<file path="src/rtl/ecp5pll_phase_pkg.sv">
// Shared types and constants for the ECP5 EHXPLLL dynamic phase controller.
package ecp5pll_phase_pkg;

  typedef enum logic [2:0] {
    IDLE    = 3'd0,
    SETUP   = 3'd1,
    STEP_HI = 3'd2,
    STEP_LO = 3'd3,
    LOAD_HI = 3'd4,
    LOAD_LO = 3'd5,
    SETTLE  = 3'd6,
    DONE    = 3'd7
  } state_t;

  localparam logic        DIR_LAG  = 1'b0;
  localparam logic        DIR_LEAD = 1'b1;
  localparam int unsigned PHASE_W  = 10;

  function automatic int unsigned max_u(input int unsigned a, input int unsigned b);
    return (a > b) ? a : b;
  endfunction

endpackage

</file>
<file path="src/rtl/ecp5pll_phase_ctrl_if.sv">
// Request/status handshake between user logic and the phase controller.
interface ecp5pll_phase_ctrl_if #(
  parameter int unsigned STEPS_W = 8
);
  logic               req_valid;
  logic               req_ready;
  logic [1:0]         req_sel;
  logic               req_dir;
  logic [STEPS_W-1:0] req_steps;
  logic               req_load;
  logic               busy;
  logic               done;
  logic               err;

  modport master (
    output req_valid, req_sel, req_dir, req_steps, req_load,
    input  req_ready, busy, done, err
  );

  modport slave (
    input  req_valid, req_sel, req_dir, req_steps, req_load,
    output req_ready, busy, done, err
  );
endinterface

</file>
<file path="src/rtl/ecp5pll_phase_track.sv">
// Per-channel phase tracker: four modulo-(div*8) up/down accumulators.
// Only instantiated when ECP5PLL_PHASE_TRACK_EN is defined.
module ecp5pll_phase_track
  import ecp5pll_phase_pkg::*;
#(
  parameter int unsigned div0 = 4,
  parameter int unsigned div1 = 4,
  parameter int unsigned div2 = 4,
  parameter int unsigned div3 = 4
) (
  input  logic                   clk_i,
  input  logic                   reset,
  input  logic                   step_i,
  input  logic [1:0]             sel_i,
  input  logic                   dir_i,
  output logic [4*PHASE_W-1:0]   phase_o
);

  localparam int unsigned DIV [4] = '{div0, div1, div2, div3};

  logic [PHASE_W-1:0] phase_q [4];
  logic [PHASE_W-1:0] phase_d [4];

  always_comb begin
    for (int unsigned ch = 0; ch < 4; ch++) begin
      phase_d[ch] = phase_q[ch];
      if (step_i && (sel_i == 2'(ch))) begin
        if (dir_i == DIR_LAG) begin
          phase_d[ch] = (phase_q[ch] == PHASE_W'(DIV[ch] * 8 - 1)) ? '0
                                                                 : phase_q[ch] + PHASE_W'(1);
        end else begin
          phase_d[ch] = (phase_q[ch] == '0) ? PHASE_W'(DIV[ch] * 8 - 1)
                                            : phase_q[ch] - PHASE_W'(1);
        end
      end
    end
  end

  always_ff @(posedge clk_i) begin
    for (int unsigned ch = 0; ch < 4; ch++) begin
      if (reset) phase_q[ch] <= '0;
      else       phase_q[ch] <= phase_d[ch];
    end
  end

  always_comb begin
    for (int unsigned ch = 0; ch < 4; ch++) begin
      phase_o[ch*PHASE_W +: PHASE_W] = phase_q[ch];
    end
  end

endmodule

</file>
<file path="src/rtl/ecp5pll_phase_ctrl.sv">
// EHXPLLL dynamic phase initiator: turns one request into timed PHASESTEP/PHASELOADREG
// pulses and waits for lock. Phase tracking is enabled with `ECP5PLL_PHASE_TRACK_EN.
module ecp5pll_phase_ctrl
  import ecp5pll_phase_pkg::*;
#(
  parameter int unsigned setup_cyc   = 2,
  parameter int unsigned pulse_cyc   = 4,
  parameter int unsigned gap_cyc     = 4,
  parameter int unsigned settle_cyc  = 16,
  parameter int unsigned timeout_cyc = 4096,
  parameter int unsigned steps_w     = 8,
  parameter int unsigned div0        = 4,
  parameter int unsigned div1        = 4,
  parameter int unsigned div2        = 4,
  parameter int unsigned div3        = 4
) (
  input  logic                   clk_i,
  input  logic                   reset,
  ecp5pll_phase_ctrl_if.slave    req,
  input  logic                   locked_i,
  output logic [1:0]             phasesel,
  output logic                   phasedir,
  output logic                   phasestep,
  output logic                   phaseloadreg,
  output logic [4*PHASE_W-1:0]   phase_o
);

  localparam int unsigned CNT_MAX = max_u(max_u(setup_cyc, pulse_cyc),
                                          max_u(gap_cyc, settle_cyc + timeout_cyc));
  localparam int unsigned CNT_W   = $clog2(CNT_MAX + 1);

  localparam logic [CNT_W-1:0] SETUP_LAST  = CNT_W'(setup_cyc - 1);
  localparam logic [CNT_W-1:0] PULSE_LAST  = CNT_W'(pulse_cyc - 1);
  localparam logic [CNT_W-1:0] GAP_LAST    = CNT_W'(gap_cyc - 1);
  localparam logic [CNT_W-1:0] SETTLE_MIN  = CNT_W'(settle_cyc - 1);
  localparam logic [CNT_W-1:0] SETTLE_LAST = CNT_W'(settle_cyc - 1 + timeout_cyc);

  // A misconfigured instance (zero timing or divider that overflows PHASE_W) never accepts.
  localparam bit CFG_OK = (setup_cyc >= 1) && (pulse_cyc >= 1) && (gap_cyc >= 1) &&
                          (settle_cyc >= 1) &&
                          (div0 >= 1) && (div0 * 8 <= (1 << PHASE_W)) &&
                          (div1 >= 1) && (div1 * 8 <= (1 << PHASE_W)) &&
                          (div2 >= 1) && (div2 * 8 <= (1 << PHASE_W)) &&
                          (div3 >= 1) && (div3 * 8 <= (1 << PHASE_W));

  state_t             state_q, state_d;
  logic [CNT_W-1:0]   cnt_q, cnt_d;
  logic [steps_w-1:0] steps_q, steps_d;
  logic [1:0]         sel_q, sel_d;
  logic               dir_q, dir_d;
  logic               load_q, load_d;
  logic               err_q, err_d;
  logic               accept;

  assign req.req_ready = (state_q == IDLE) && locked_i && !reset && CFG_OK;
  assign accept        = req.req_valid && req.req_ready;

  always_comb begin
    state_d = state_q;
    cnt_d   = cnt_q + CNT_W'(1);
    steps_d = steps_q;
    sel_d   = sel_q;
    dir_d   = dir_q;
    load_d  = load_q;
    err_d   = err_q;
    unique case (state_q)
      IDLE: begin
        cnt_d = '0;
        if (accept) begin
          state_d = SETUP;
          sel_d   = req.req_sel;
          dir_d   = req.req_dir;
          steps_d = req.req_steps;
          load_d  = req.req_load;
          err_d   = 1'b0;
        end
      end
      SETUP: begin
        if (cnt_q == SETUP_LAST) begin
          cnt_d = '0;
          if (steps_q != '0) state_d = STEP_HI;
          else if (load_q)   state_d = LOAD_HI;
          else               state_d = SETTLE;
        end
      end
      STEP_HI: begin
        if (cnt_q == PULSE_LAST) begin
          cnt_d   = '0;
          state_d = STEP_LO;
        end
      end
      STEP_LO: begin
        // steps_q counts the pulses still owed, including the one just finished
        if (cnt_q == GAP_LAST) begin
          cnt_d   = '0;
          steps_d = steps_q - steps_w'(1);
          if (steps_q > steps_w'(1)) state_d = STEP_HI;
          else if (load_q)           state_d = LOAD_HI;
          else                       state_d = SETTLE;
        end
      end
      LOAD_HI: begin
        if (cnt_q == PULSE_LAST) begin
          cnt_d   = '0;
          state_d = LOAD_LO;
        end
      end
      LOAD_LO: begin
        if (cnt_q == GAP_LAST) begin
          cnt_d   = '0;
          state_d = SETTLE;
        end
      end
      SETTLE: begin
        if (locked_i && (cnt_q >= SETTLE_MIN)) begin
          cnt_d   = '0;
          state_d = DONE;
        end else if (cnt_q == SETTLE_LAST) begin
          cnt_d   = '0;
          err_d   = 1'b1;
          state_d = DONE;
        end
      end
      DONE: begin
        cnt_d   = '0;
        state_d = IDLE;
      end
      default: begin
        cnt_d   = '0;
        state_d = IDLE;
      end
    endcase
  end

  always_ff @(posedge clk_i) begin
    if (reset) begin
      state_q <= IDLE;
      cnt_q   <= '0;
      steps_q <= '0;
      sel_q   <= '0;
      dir_q   <= DIR_LAG;
      load_q  <= 1'b0;
      err_q   <= 1'b0;
    end else begin
      state_q <= state_d;
      cnt_q   <= cnt_d;
      steps_q <= steps_d;
      sel_q   <= sel_d;
      dir_q   <= dir_d;
      load_q  <= load_d;
      err_q   <= err_d;
    end
  end

  assign phasesel     = sel_q;
  assign phasedir     = dir_q;
  assign phasestep    = (state_q == STEP_HI);
  assign phaseloadreg = (state_q == LOAD_HI);
  assign req.busy     = (state_q != IDLE);
  assign req.done     = (state_q == DONE);
  assign req.err      = (state_q == DONE) && err_q;

`ifdef ECP5PLL_PHASE_TRACK_EN
  logic step_entry;
  assign step_entry = (state_d == STEP_HI) && (state_q != STEP_HI);

  ecp5pll_phase_track #(
    .div0 (div0),
    .div1 (div1),
    .div2 (div2),
    .div3 (div3)
  ) u_track (
    .clk_i   (clk_i),
    .reset   (reset),
    .step_i  (step_entry),
    .sel_i   (sel_q),
    .dir_i   (dir_q),
    .phase_o (phase_o)
  );
`else
  assign phase_o = '0;
`endif

endmodule

</file>
<file path="src/flat_wrapper.sv">
// flat-port wrapper written by rule: the top's interface ports become plain ports
module ecp5pll_phase_ctrl_flat import ecp5pll_phase_pkg::*;
#(
  parameter int unsigned setup_cyc   = 2,
  parameter int unsigned pulse_cyc   = 4,
  parameter int unsigned gap_cyc     = 4,
  parameter int unsigned settle_cyc  = 16,
  parameter int unsigned timeout_cyc = 4096,
  parameter int unsigned steps_w     = 8,
  parameter int unsigned div0        = 4,
  parameter int unsigned div1        = 4,
  parameter int unsigned div2        = 4,
  parameter int unsigned div3        = 4
)
  (clk_i, reset, locked_i, phasesel, phasedir, phasestep, phaseloadreg, phase_o, req_req_valid, req_req_sel, req_req_dir, req_req_steps, req_req_load, req_req_ready, req_busy, req_done, req_err);
  ecp5pll_phase_ctrl_if #(.STEPS_W(8)) req_i ();
  input  logic clk_i;
  input  logic reset;
  input  logic locked_i;
  output logic [1:0] phasesel;
  output logic phasedir;
  output logic phasestep;
  output logic phaseloadreg;
  output logic [4*PHASE_W-1:0] phase_o;
  input wire logic [$bits(req_i.req_valid)-1:0] req_req_valid;
  input wire logic [$bits(req_i.req_sel)-1:0] req_req_sel;
  input wire logic [$bits(req_i.req_dir)-1:0] req_req_dir;
  input wire logic [$bits(req_i.req_steps)-1:0] req_req_steps;
  input wire logic [$bits(req_i.req_load)-1:0] req_req_load;
  output wire logic [$bits(req_i.req_ready)-1:0] req_req_ready;
  output wire logic [$bits(req_i.busy)-1:0] req_busy;
  output wire logic [$bits(req_i.done)-1:0] req_done;
  output wire logic [$bits(req_i.err)-1:0] req_err;
  assign req_i.req_valid = req_req_valid;
  assign req_i.req_sel = req_req_sel;
  assign req_i.req_dir = req_req_dir;
  assign req_i.req_steps = req_req_steps;
  assign req_i.req_load = req_req_load;
  assign req_req_ready = req_i.req_ready;
  assign req_busy = req_i.busy;
  assign req_done = req_i.done;
  assign req_err = req_i.err;
  ecp5pll_phase_ctrl #(.setup_cyc(setup_cyc), .pulse_cyc(pulse_cyc), .gap_cyc(gap_cyc), .settle_cyc(settle_cyc), .timeout_cyc(timeout_cyc), .steps_w(steps_w), .div0(div0), .div1(div1), .div2(div2), .div3(div3)) u_core (.clk_i(clk_i), .reset(reset), .req(req_i), .locked_i(locked_i), .phasesel(phasesel), .phasedir(phasedir), .phasestep(phasestep), .phaseloadreg(phaseloadreg), .phase_o(phase_o));
endmodule
</file>
<file path="config.mk">
export PLATFORM = sky130hd
export DESIGN_NAME = ecp5pll_phase_ctrl_flat
export DESIGN_NICKNAME = d
export VERILOG_FILES = /design/src/rtl/ecp5pll_phase_pkg.sv /design/src/rtl/ecp5pll_phase_ctrl_if.sv /design/src/rtl/ecp5pll_phase_track.sv /design/src/rtl/ecp5pll_phase_ctrl.sv /design/src/flat_wrapper.sv
export SDC_FILE = /design/constraint.sdc
export NUM_CORES = 1
export LEC_CHECK = 0
export ABC_AREA = 1
export ABC_CLOCK_PERIOD_IN_PS = 2400
export CORE_ASPECT_RATIO = 0.7
export CORE_MARGIN = 2
export CORE_UTILIZATION = 47
export DETAILED_ROUTE_END_ITERATION = 12
export GPL_ROUTABILITY_DRIVEN = 0
export PLACE_DENSITY = 0.88
export SKIP_LAST_GASP = 1
export SLEW_MARGIN = 20
export SYNTH_ARGS = -nofsm -noshare
export SYNTH_HDL_FRONTEND = slang
export SYNTH_SLANG_ARGS = --single-unit
export TNS_END_PERCENT = 10
</file>
<file path="constraint.sdc">
create_clock -name clk_i -period 2.4 [get_ports clk_i]
set_clock_uncertainty 0.1 [all_clocks]
set_input_delay 0.6 -clock clk_i [delete_from_list [all_inputs] [get_ports clk_i]]
set_output_delay 0.6 -clock clk_i [all_outputs]
set_load 0.01 [all_outputs]
</file>
Word level (Yosys, flattened, before mapping)
Cells that the tools add are included.
{"block": "totals", "out_inout_bits": 49, "elab_cells": 71, "regBits": 29}
{"block": "classes", "eq_ne": 19, "n_lt_le_gt_ge": 2, "n_addsub": 2, "muxes": 24, "reduce_logical": 17}
{"operator": "two-way mux 13 bit", "count": 4}
{"operator": "one-hot mux 13 bit (4 select lines)", "count": 1}
{"operator": "two-way mux 3 bit", "count": 10}
{"operator": "one-hot mux 3 bit (8 select lines)", "count": 1}
{"operator": "two-way mux 8 bit", "count": 2}
{"operator": "one-hot mux 8 bit (2 select lines)", "count": 1}
{"operator": "inequality test 2 x 1 -> 1 bit (second input constant)", "count": 7}
{"operator": "adder 13 x 1 -> 13 bit (second input constant)", "count": 1}
{"operator": "== test 13 x 1 -> 1 bit (second input constant)", "count": 1}
{"operator": "== test 13 bit (second input constant)", "count": 1}
{"operator": "== test 13 x 2 -> 1 bit (second input constant)", "count": 1}
{"operator": ">= comparator 13 x 4 -> 1 bit (second input constant)", "count": 1}
{"operator": "== test 3 bit (second input constant)", "count": 4}
{"operator": "> comparator 8 x 1 -> 1 bit (second input constant)", "count": 1}
{"operator": "nonzero test 8 bit", "count": 1}
{"operator": "subtractor 8 x 1 -> 8 bit (second input constant)", "count": 1}
{"operator": "AND reduction 7 bit", "count": 1}
{"operator": "== test 3 x 2 -> 1 bit (second input constant)", "count": 2}
{"operator": "logical AND 1 bit", "count": 5}
{"operator": "AND reduction 4 bit", "count": 1}
{"operator": "nonzero test 2 bit", "count": 2}
{"operator": "OR reduction 4 bit", "count": 1}
{"operator": "== test 3 x 1 -> 1 bit (second input constant)", "count": 1}
{"operator": "zero test 3 bit", "count": 1}
{"operator": "other kinds (10)", "count": 12}

Longest topological paths before layout
Gate-level depths: netlist of run 1.
{"block": "logic_depth", "ltp_word": 6, "mapped_depth": 12, "mapped_depth_nobuf": 12}

Worst setup path before layout of run 1
OpenSTA, ideal clock, no wires.
{"block": "synth_timing", "path_type": "register -> register", "startpoint": "register u_core.cnt_q[0]", "endpoint": "register u_core.cnt_q[2]", "path_buffers": 0, "t_arrival_ns": 1.478, "setup_ns": 0.109, "slack_ns": 0.713, "stages_incl_launch_ff": 13, "synth_period_minus_slack_ns": 1.687, "cell_sequence": "dfxtp_1 -> ha_1 -> nand2_1 -> nor2_1 -> nor2_1 -> nand3_1 -> nand2_1 -> nand2_1 -> nand3_2 -> nand2_2 -> inv_2 -> nand2_1 -> inv_1"}
{"block": "synth_between", "elab_chain_cells": 4, "word_cells_on_any_way": 11}
{"item": "start, declared", "line": "ecp5pll_phase_ctrl.sv:47", "text": "logic [CNT_W-1:0] cnt_q, cnt_d;"}
{"item": "start signal, assigned", "line": "ecp5pll_phase_ctrl.sv:146", "text": "cnt_q <= cnt_d;"}
{"item": "adder 13 x 1 -> 13 bit (tied with other cells)", "line": "ecp5pll_phase_ctrl.sv:60", "text": "cnt_d = cnt_q + CNT_W'(1);"}
{"item": "two-way mux 13 bit / logical AND 1 bit (equally long branches)", "line": "ecp5pll_phase_ctrl.sv:118, ecp5pll_phase_ctrl.sv:115"}
{"item": "two-way mux 13 bit", "line": "ecp5pll_phase_ctrl.sv:115", "text": "if (locked_i && (cnt_q >= SETTLE_MIN)) begin"}
{"item": "one-hot mux 13 bit (4 select lines) *", "line": "ecp5pll_phase_ctrl.sv:66", "text": "unique case (state_q)"}
Mark *: on every way between the ends. The rest lies on a longest branch, timed or not.
A chain may end at the register's enable or synchronous reset.

Worst setup path after layout of run 1
{"block": "layout_timing", "startpoint": "input locked_i", "endpoint": "output req_req_ready"}
{"block": "layout_between", "elab_chain_cells": 2}
{"item": "start, declared", "line": "flat_wrapper.sv:19", "text": "input logic locked_i;"}
{"item": "logical AND 1 bit (2 in a row)", "line": "ecp5pll_phase_ctrl.sv:55", "text": "assign req.req_ready = (state_q == IDLE) && locked_i && !reset && CFG_OK;"}
{"item": "end, declared", "line": "flat_wrapper.sv:30", "text": "output wire logic [$bits(req_i.req_ready)-1:0] req_req_ready;"}
Every way passes these cells.

==> flow_summary.yaml, run 1 <==
detailed_routing:
  drt-initial-drc-count: 144
  routed_wl_um: 4340
  drc: 0
  vias: 1942
  wl_per_cell_um: 10.5
  final_antenna_net_count: 0
  via_per_inst: 4.71
  first_pass_iters: 4
timing:
  clock.fmax_mhz: 423
  setup_viol_count_final: 0
  period_share_pct: 98.6
  fin_worst_hold_slack_ns: 0.372
  drv_slew: 0
  rsz0062_at_grt: "true"
  setup_ws_ns: 0.0333
  hold_viol_final: 0
  fin_crit_ns: 2.37
synth:
  ys_types: 31
  syn_area_mm2: 0.00211
  synth.largest_area_cell: "dfxtp_1"
  seq_area_frac_synth_pct: 27.5
  ys_warn_count: 0
  syn_area_per_cell_um2: 6.46
  ys_seq_elements: 29
  synth_cells: 327
  ys_top_cells_by_area: "dfxtp_1 27%, buf_4 14%, nand2_1 13%, inv_1 7.1%, nor2_1 7.1%"
  synth_top_area_share_pct: 27.5
cts:
  clkLatencyLatePin_ns: 0.28
  clkSlewWorstSetupHoldPaths_ns: 0.05
  clk_path_buf_depth: 2
  cts_buffers: 5
  cts_tree: "done"
  root_buffer: "clkbuf_8"
  post-cts-setup-buffer-count: 0
  htree_levels: 2
  cts_sinks: 29
cells_and_area:
  multi_input_area_mm2: 0.00120
  nFillCells: 418
  drive_gt1_share_pct: 7.28
  syn_to_final_growth_pct: 11.7
  ff_latch_area_um2: 582
  layout.nets: 377
  num_antenna_cells: 0
floorplanning:
  ios: 65
  die_w_um: 84.1
  floorplan.die.height_um: 60.1
  row_count: 20
  core_area_mm2: 0.00433
  die_area_mm2: 0.00506
  start_util_pct: 48.8
global_routing:
  grt_pass1_vias: 1667
  grt_pass1_wl_um: 7260
  antenna_found_initial: 0
  grt.total_usage_pct: 18.1
  grt_max_degree: 15
  grt-ovfl-total: 0
power_and_ir_drop:
  p_leak_uw: 0.00119
  p_seq_share_pct: 28.8
  power.density_mw_per_mm2: 1040
  irDropWorstVdd_mv: 0.530
  combPwrFrac_pct: 55.5
  swShare_pct: 47.7
  clkPwrFrac_pct: 15.7
  power.internal_uw: 1280
  p_sw_uw: 1170
setup_path:
  start_kind: "input pin"
  crit_buf_inv: 3
  max_stage_delay_ns: 0.51
  worstPathMaxFanout: 2
  crit_slowest_cell: "clkdlybuf4s50_1"
  worstSetupPathType: "in -> out"
  path_cells: "clkdlybuf4s50_1 > inv_1 > nor3_2 > dlygate4sd2_1"
  required_ns: 1.70
  cp.arrival_ns: 1.67
  crit_family: "buffers and inverters"
  critPathCaptureType: "output pin"
hold_path:
  worstHoldPathType: "reg -> reg"
placed_design:
  hpwl_um: 3370
  port_buffers: 24
  dp_slack_ns: -0.222
job:
  maxCapViolations: 0
run_status:
  status: "completed"
## path summary, 6_finish.rpt
| path | start | endpoint | slack, ns | cells after the start |
|---|---|---|---|---|
| max | locked_i | req_req_ready | 0.03 | 4 |
| min reg2reg | u_core.err_q | u_core.err_q | 0.37 | 2 |
| max reg2reg | u_core.cnt_q[0] | u_core.cnt_q[2] | 0.28 | 12 |
| min | u_core.err_q | u_core.err_q | 0.37 | 2 |
## power by group through the flow
stage | Sequential [uW] | Clock [uW] | Combinational [uW]
after floorplan | 673 | 0 | 1060
after detailed placement | 703 | 0 | 1340
final | 703 | 384 | 1360
after CTS | 695 | 385 | 1340
after global routing | 722 | 406 | 1540
after global placement | 698 | 0 | 1290
## synthesized netlist by cell type, drive strengths merged
library cell	number
nor2	41
a21oi	12
buf	44
conb	1
ha	5
nand3	24
nand3b	3
or2	3
o21ai	15
o31ai	1
and2	1
nor3	9
nand2	79
a21boi	1
clkbuf	1
a31oi	1
inv	43
dfxtp	29
xor2	3
nand4	11
## worst min-delay path: stages, from the launching register on
cell and delay, ns:
dfxtp_1 0.29, inv_1 0.07, a21oi_1 0.06
## kinds of logic (layout without fill, tap and decap cells)
| family | count (synthesis) | in the layout | share of synthesized area [%] |
|---|---|---|---|
| compound gates | 30 | 30 | 8.11 |
| xor+xnor | 3 | 3 | 1.24 |
| fa+ha+maj | 5 | 5 | 2.96 |
| buf+inv | 88 | 79 | 23.1 |
| flops | 29 | 29 | 27.5 |
| other cells | 1 | 40 | 0.177 |
| simple gates | 171 | 171 | 36.9 |
## per-layer routing
metal  vias up  global-route usage [%]  share of wire (%)
li1       1009                       -                  -
met1       827                    24.1                 49
met2        97                    28.1                 40
met3         9                    4.56                9.2
met4         0                    8.06                2.0
met5         -                       0                  0
## registers in the layout, summed over array words and instances, names as in the netlist
name	count
u_core.steps_q	8
u_core.phasedir	1
u_core.cnt_q	13
u_core.load_q	1
u_core.phasesel	2
u_core.err_q	1
u_core.state_q	3
## cell type report
type	count	share of cell area, %
timing repair buffer	28	11.4
clock buffer	8	3.39
multi-input combinational	249	50.7
tap	55	2.92
sequential	29	24.7
inverter	43	6.95
## stage by stage
| step | cells | total power, uW | util [%] | cell area [um2] | setup TNS (ns) |
|---|---|---|---|---|---|
| after floorplan | 366 | 1730 | - | 2260 | 0 |
| after global placement | 404 | 1990 | 52.5 | 2270 | -0.226 |
| after detailed placement | 404 | 2040 | 52.5 | 2270 | -0.222 |
| after CTS | 412 | 2420 | 54.4 | 2350 | -0.164 |
| after global routing | 412 | 2670 | 54.5 | 2360 | -0.0222 |
| final | 412 | 2440 | 54.5 | 2360 | 0 |
## repair_timing
action                     in CTS  in global routing
hold buffers                    0                  0
gates resized for setup         1                  2
setup endpoints to repair       2                  3
gates cloned                    0                  0
## placed cells by master (no fill, tap or decap), types with 11 or more instances in the layout
cell | netlist | routed
nand3_1 | 23 | 23
a21oi_1 | 11 | 11
nor2_1 | 40 | 40
o21ai_0 | 14 | 14
nand2_1 | 74 | 74
inv_1 | 40 | 40
clkdlybuf4s50_1 | 0 | 23
dfxtp_1 | 29 | 28
nand4_1 | 11 | 11
conb_1 | 1 | 40
Power figures use the tool's default switching activity.
==> run 2, diff against run 1 <==
--- a/config.mk
+++ b/config.mk
@@ -7,9 +7,11 @@
 export LEC_CHECK = 0
 export ABC_AREA = 1
 export ABC_CLOCK_PERIOD_IN_PS = 2400
+export CAP_MARGIN = 30
 export CORE_ASPECT_RATIO = 0.7
 export CORE_MARGIN = 2
 export CORE_UTILIZATION = 47
+export CTS_CLUSTER_SIZE = 24
 export DETAILED_ROUTE_END_ITERATION = 12
 export GPL_ROUTABILITY_DRIVEN = 0
 export PLACE_DENSITY = 0.88
==> results of run 2 <==
The final DEF is identical to that of run 1; final timing and power are the same.
==> run 3, diff against run 2 <==
--- a/config.mk
+++ b/config.mk
@@ -6,15 +6,16 @@
 export NUM_CORES = 1
 export LEC_CHECK = 0
 export ABC_AREA = 1
-export ABC_CLOCK_PERIOD_IN_PS = 2400
+export ABC_CLOCK_PERIOD_IN_PS = 2800
 export CAP_MARGIN = 30
 export CORE_ASPECT_RATIO = 0.7
 export CORE_MARGIN = 2
-export CORE_UTILIZATION = 47
+export CORE_UTILIZATION = 51
 export CTS_CLUSTER_SIZE = 24
 export DETAILED_ROUTE_END_ITERATION = 12
 export GPL_ROUTABILITY_DRIVEN = 0
-export PLACE_DENSITY = 0.88
+export HOLD_SLACK_MARGIN = 0.08
+export PLACE_DENSITY = 0.94
 export SKIP_LAST_GASP = 1
 export SLEW_MARGIN = 20
 export SYNTH_ARGS = -nofsm -noshare
==> constraint.sdc (replaced) <==
create_clock -name clk_i -period 2.8 [get_ports clk_i]
set_clock_uncertainty 0.1 [all_clocks]
set_input_delay 0.7 -clock clk_i [delete_from_list [all_inputs] [get_ports clk_i]]
set_output_delay 0.7 -clock clk_i [all_outputs]
set_load 0.01 [all_outputs]
==> run 3 against run 2 <==
Compared with the run above: critical path depth down 1; core utilization grew 4.9 points; die area shrank 7.4%.
==> flow_summary.yaml, run 3 (same netlist as run 1, synthesis figures left out) <==
cts:
  cts_buffers: 5
  clk_path_buf_depth: 2
  htree_levels: 2
  post-cts-setup-buffer-count: 0
  cts_tree: "done"
  root_buffer: "clkbuf_8"
  cts_sinks: 29
  clkLatencyLatePin_ns: 0.28
  clkSlewWorstSetupHoldPaths_ns: 0.06
timing:
  drv_slew: 0
  setup_viol_count_final: 0
  period_share_pct: 96.1
  max_slew.worst_pin.slew_ns: 0.524
  fin_crit_ns: 2.69
  rsz0062_at_grt: "false"
  slew-limit-headroom_pct: 65.0
  hold_viol_final: 0
  final.setup.tns_ns: 0
  clock.fmax_mhz: 372
cells_and_area:
  top_register: "u_core.cnt_q"
  multi_input_area_mm2: 0.00119
  largest_register_ffs: 13
  num_antenna_cells: 0
  final_common_cell: "nand2_1"
  nFillCells: 354
  ff_latch_area_um2: 581
  syn_to_final_growth_pct: 11.0
  fin_cells: 407
  drive_gt1_share_pct: 7.04
  most-common-layout-cells: "74 x nand2_1, 40 x inv_1, 40 x nor2_1, 40 x conb_1, 29 x dfxtp_1"
  top_regs: "u_core.cnt_q x13, u_core.steps_q x8, u_core.state_q x3"
  layout.nets: 375
setup_path:
  cp.arrival_ns: 1.89
  worstSetupPathType: "reg -> out"
  worstPathMaxFanout: 7
  critPathCaptureType: "output pin"
  start_kind: "flop"
  required_ns: 2.00
floorplanning:
  floorplan.die.height_um: 57.9
  core_area_mm2: 0.00395
  die_w_um: 80.9
  die_area_mm2: 0.00468
  start_util_pct: 53.6
  ios: 65
  row_count: 19
detailed_routing:
  first_pass_iters: 4
  via_per_inst: 4.76
  drt-initial-drc-count: 235
  routed_wl_um: 4280
  wl_per_cell_um: 10.5
  final_antenna_net_count: 0
  drc: 0
  vias: 1936
global_routing:
  grt-ovfl-total: 0
  grt_max_degree: 17
  grt.total_usage_pct: 19.6
  antenna_found_initial: 0
  grt_pass1_vias: 1586
  grt_pass1_wl_um: 7070
hold_path:
  worstHoldPathType: "reg -> reg"
power_and_ir_drop:
  irDropWorstVdd_mv: 0.415
  power.density_mw_per_mm2: 884
  p_leak_uw: 0.00119
  total_power_uw: 2070
placed_design:
  port_buffers: 24
  hpwl_um: 3260
  placedCellCount: 399
job:
  maxCapViolations: 0
run_status:
  status: "completed"
## run 3: cell count changes in the layout (fill, tap and decap cells not counted), sizes merged
cell	delta
dlymetal6s2s	+1
dlygate4sd2	-1
clkinv	+2
buf	-2
clkbuf	-3
clkinvlp	+1
## run 3: worst paths after layout
| path | slack [ns] | startpoint | depth (start not counted) | to |
|---|---|---|---|---|
| max | 0.11 | u_core.state_q[1] | 3 | phasestep |
| min | 0.36 | u_core.err_q | 2 | u_core.err_q |
| max reg2reg | 0.70 | u_core.cnt_q[0] | 12 | u_core.cnt_q[10] |
| min reg2reg | 0.36 | u_core.err_q | 2 | u_core.err_q |
## run 3: metal layers
| layer | GRT usage (%) | wire length [um] | share of wire, % |
|---|---|---|---|
| met1 | 28.7 | 2050 | 48 |
| met2 | 28.3 | 1770 | 41 |
| met3 | 4.21 | 405 | 9.5 |
| met4 | 7.51 | 50 | 1.2 |
| met5 | 0 | 0 | 0 |
## run 3: worst max-delay path, cell delays in order (launching register included)
cell	delay (ns)
dfxtp_1	0.49
inv_1	0.14
nor3_1	0.36
clkdlybuf4s50_1	0.62
## run 3: power breakdown
group          internal [uW]  switching, uW
clock network            171            165
logic                    406            716
registers                503            111
total                   1080            992
## run 3: through the flow
step / setup slack [ns] / util (%) / hold slack (ns) / area (um2)
2_1_floorplan: 1.02 / - / 0.332 / 2260
3_3_place_gp: 0.0321 / 57.2 / 0.343 / 2260
3_5_place_dp: 0.00213 / 57.2 / 0.355 / 2260
4_1_cts: 0.00143 / 59.4 / 0.365 / 2340
5_1_grt: 0.0406 / 59.4 / 0.398 / 2340
6_report: 0.110 / 59.4 / 0.364 / 2340
## run 3: layout make-up
class	count	share of cell area, %
Clock inverter	3	0.747
Multi-Input combinational cell	249	50.8
Sequential cell	29	24.8
Inverter	43	6.99
Tap cell	52	2.77
Timing Repair Buffer	26	11.0
Clock buffer	5	2.93
## run 3: repair_timing
action	in CTS	in global routing
endpoints found under the setup margin	0	1
hold buffers	0	0
hold endpoints to repair	0	0
gates resized for setup	0	1
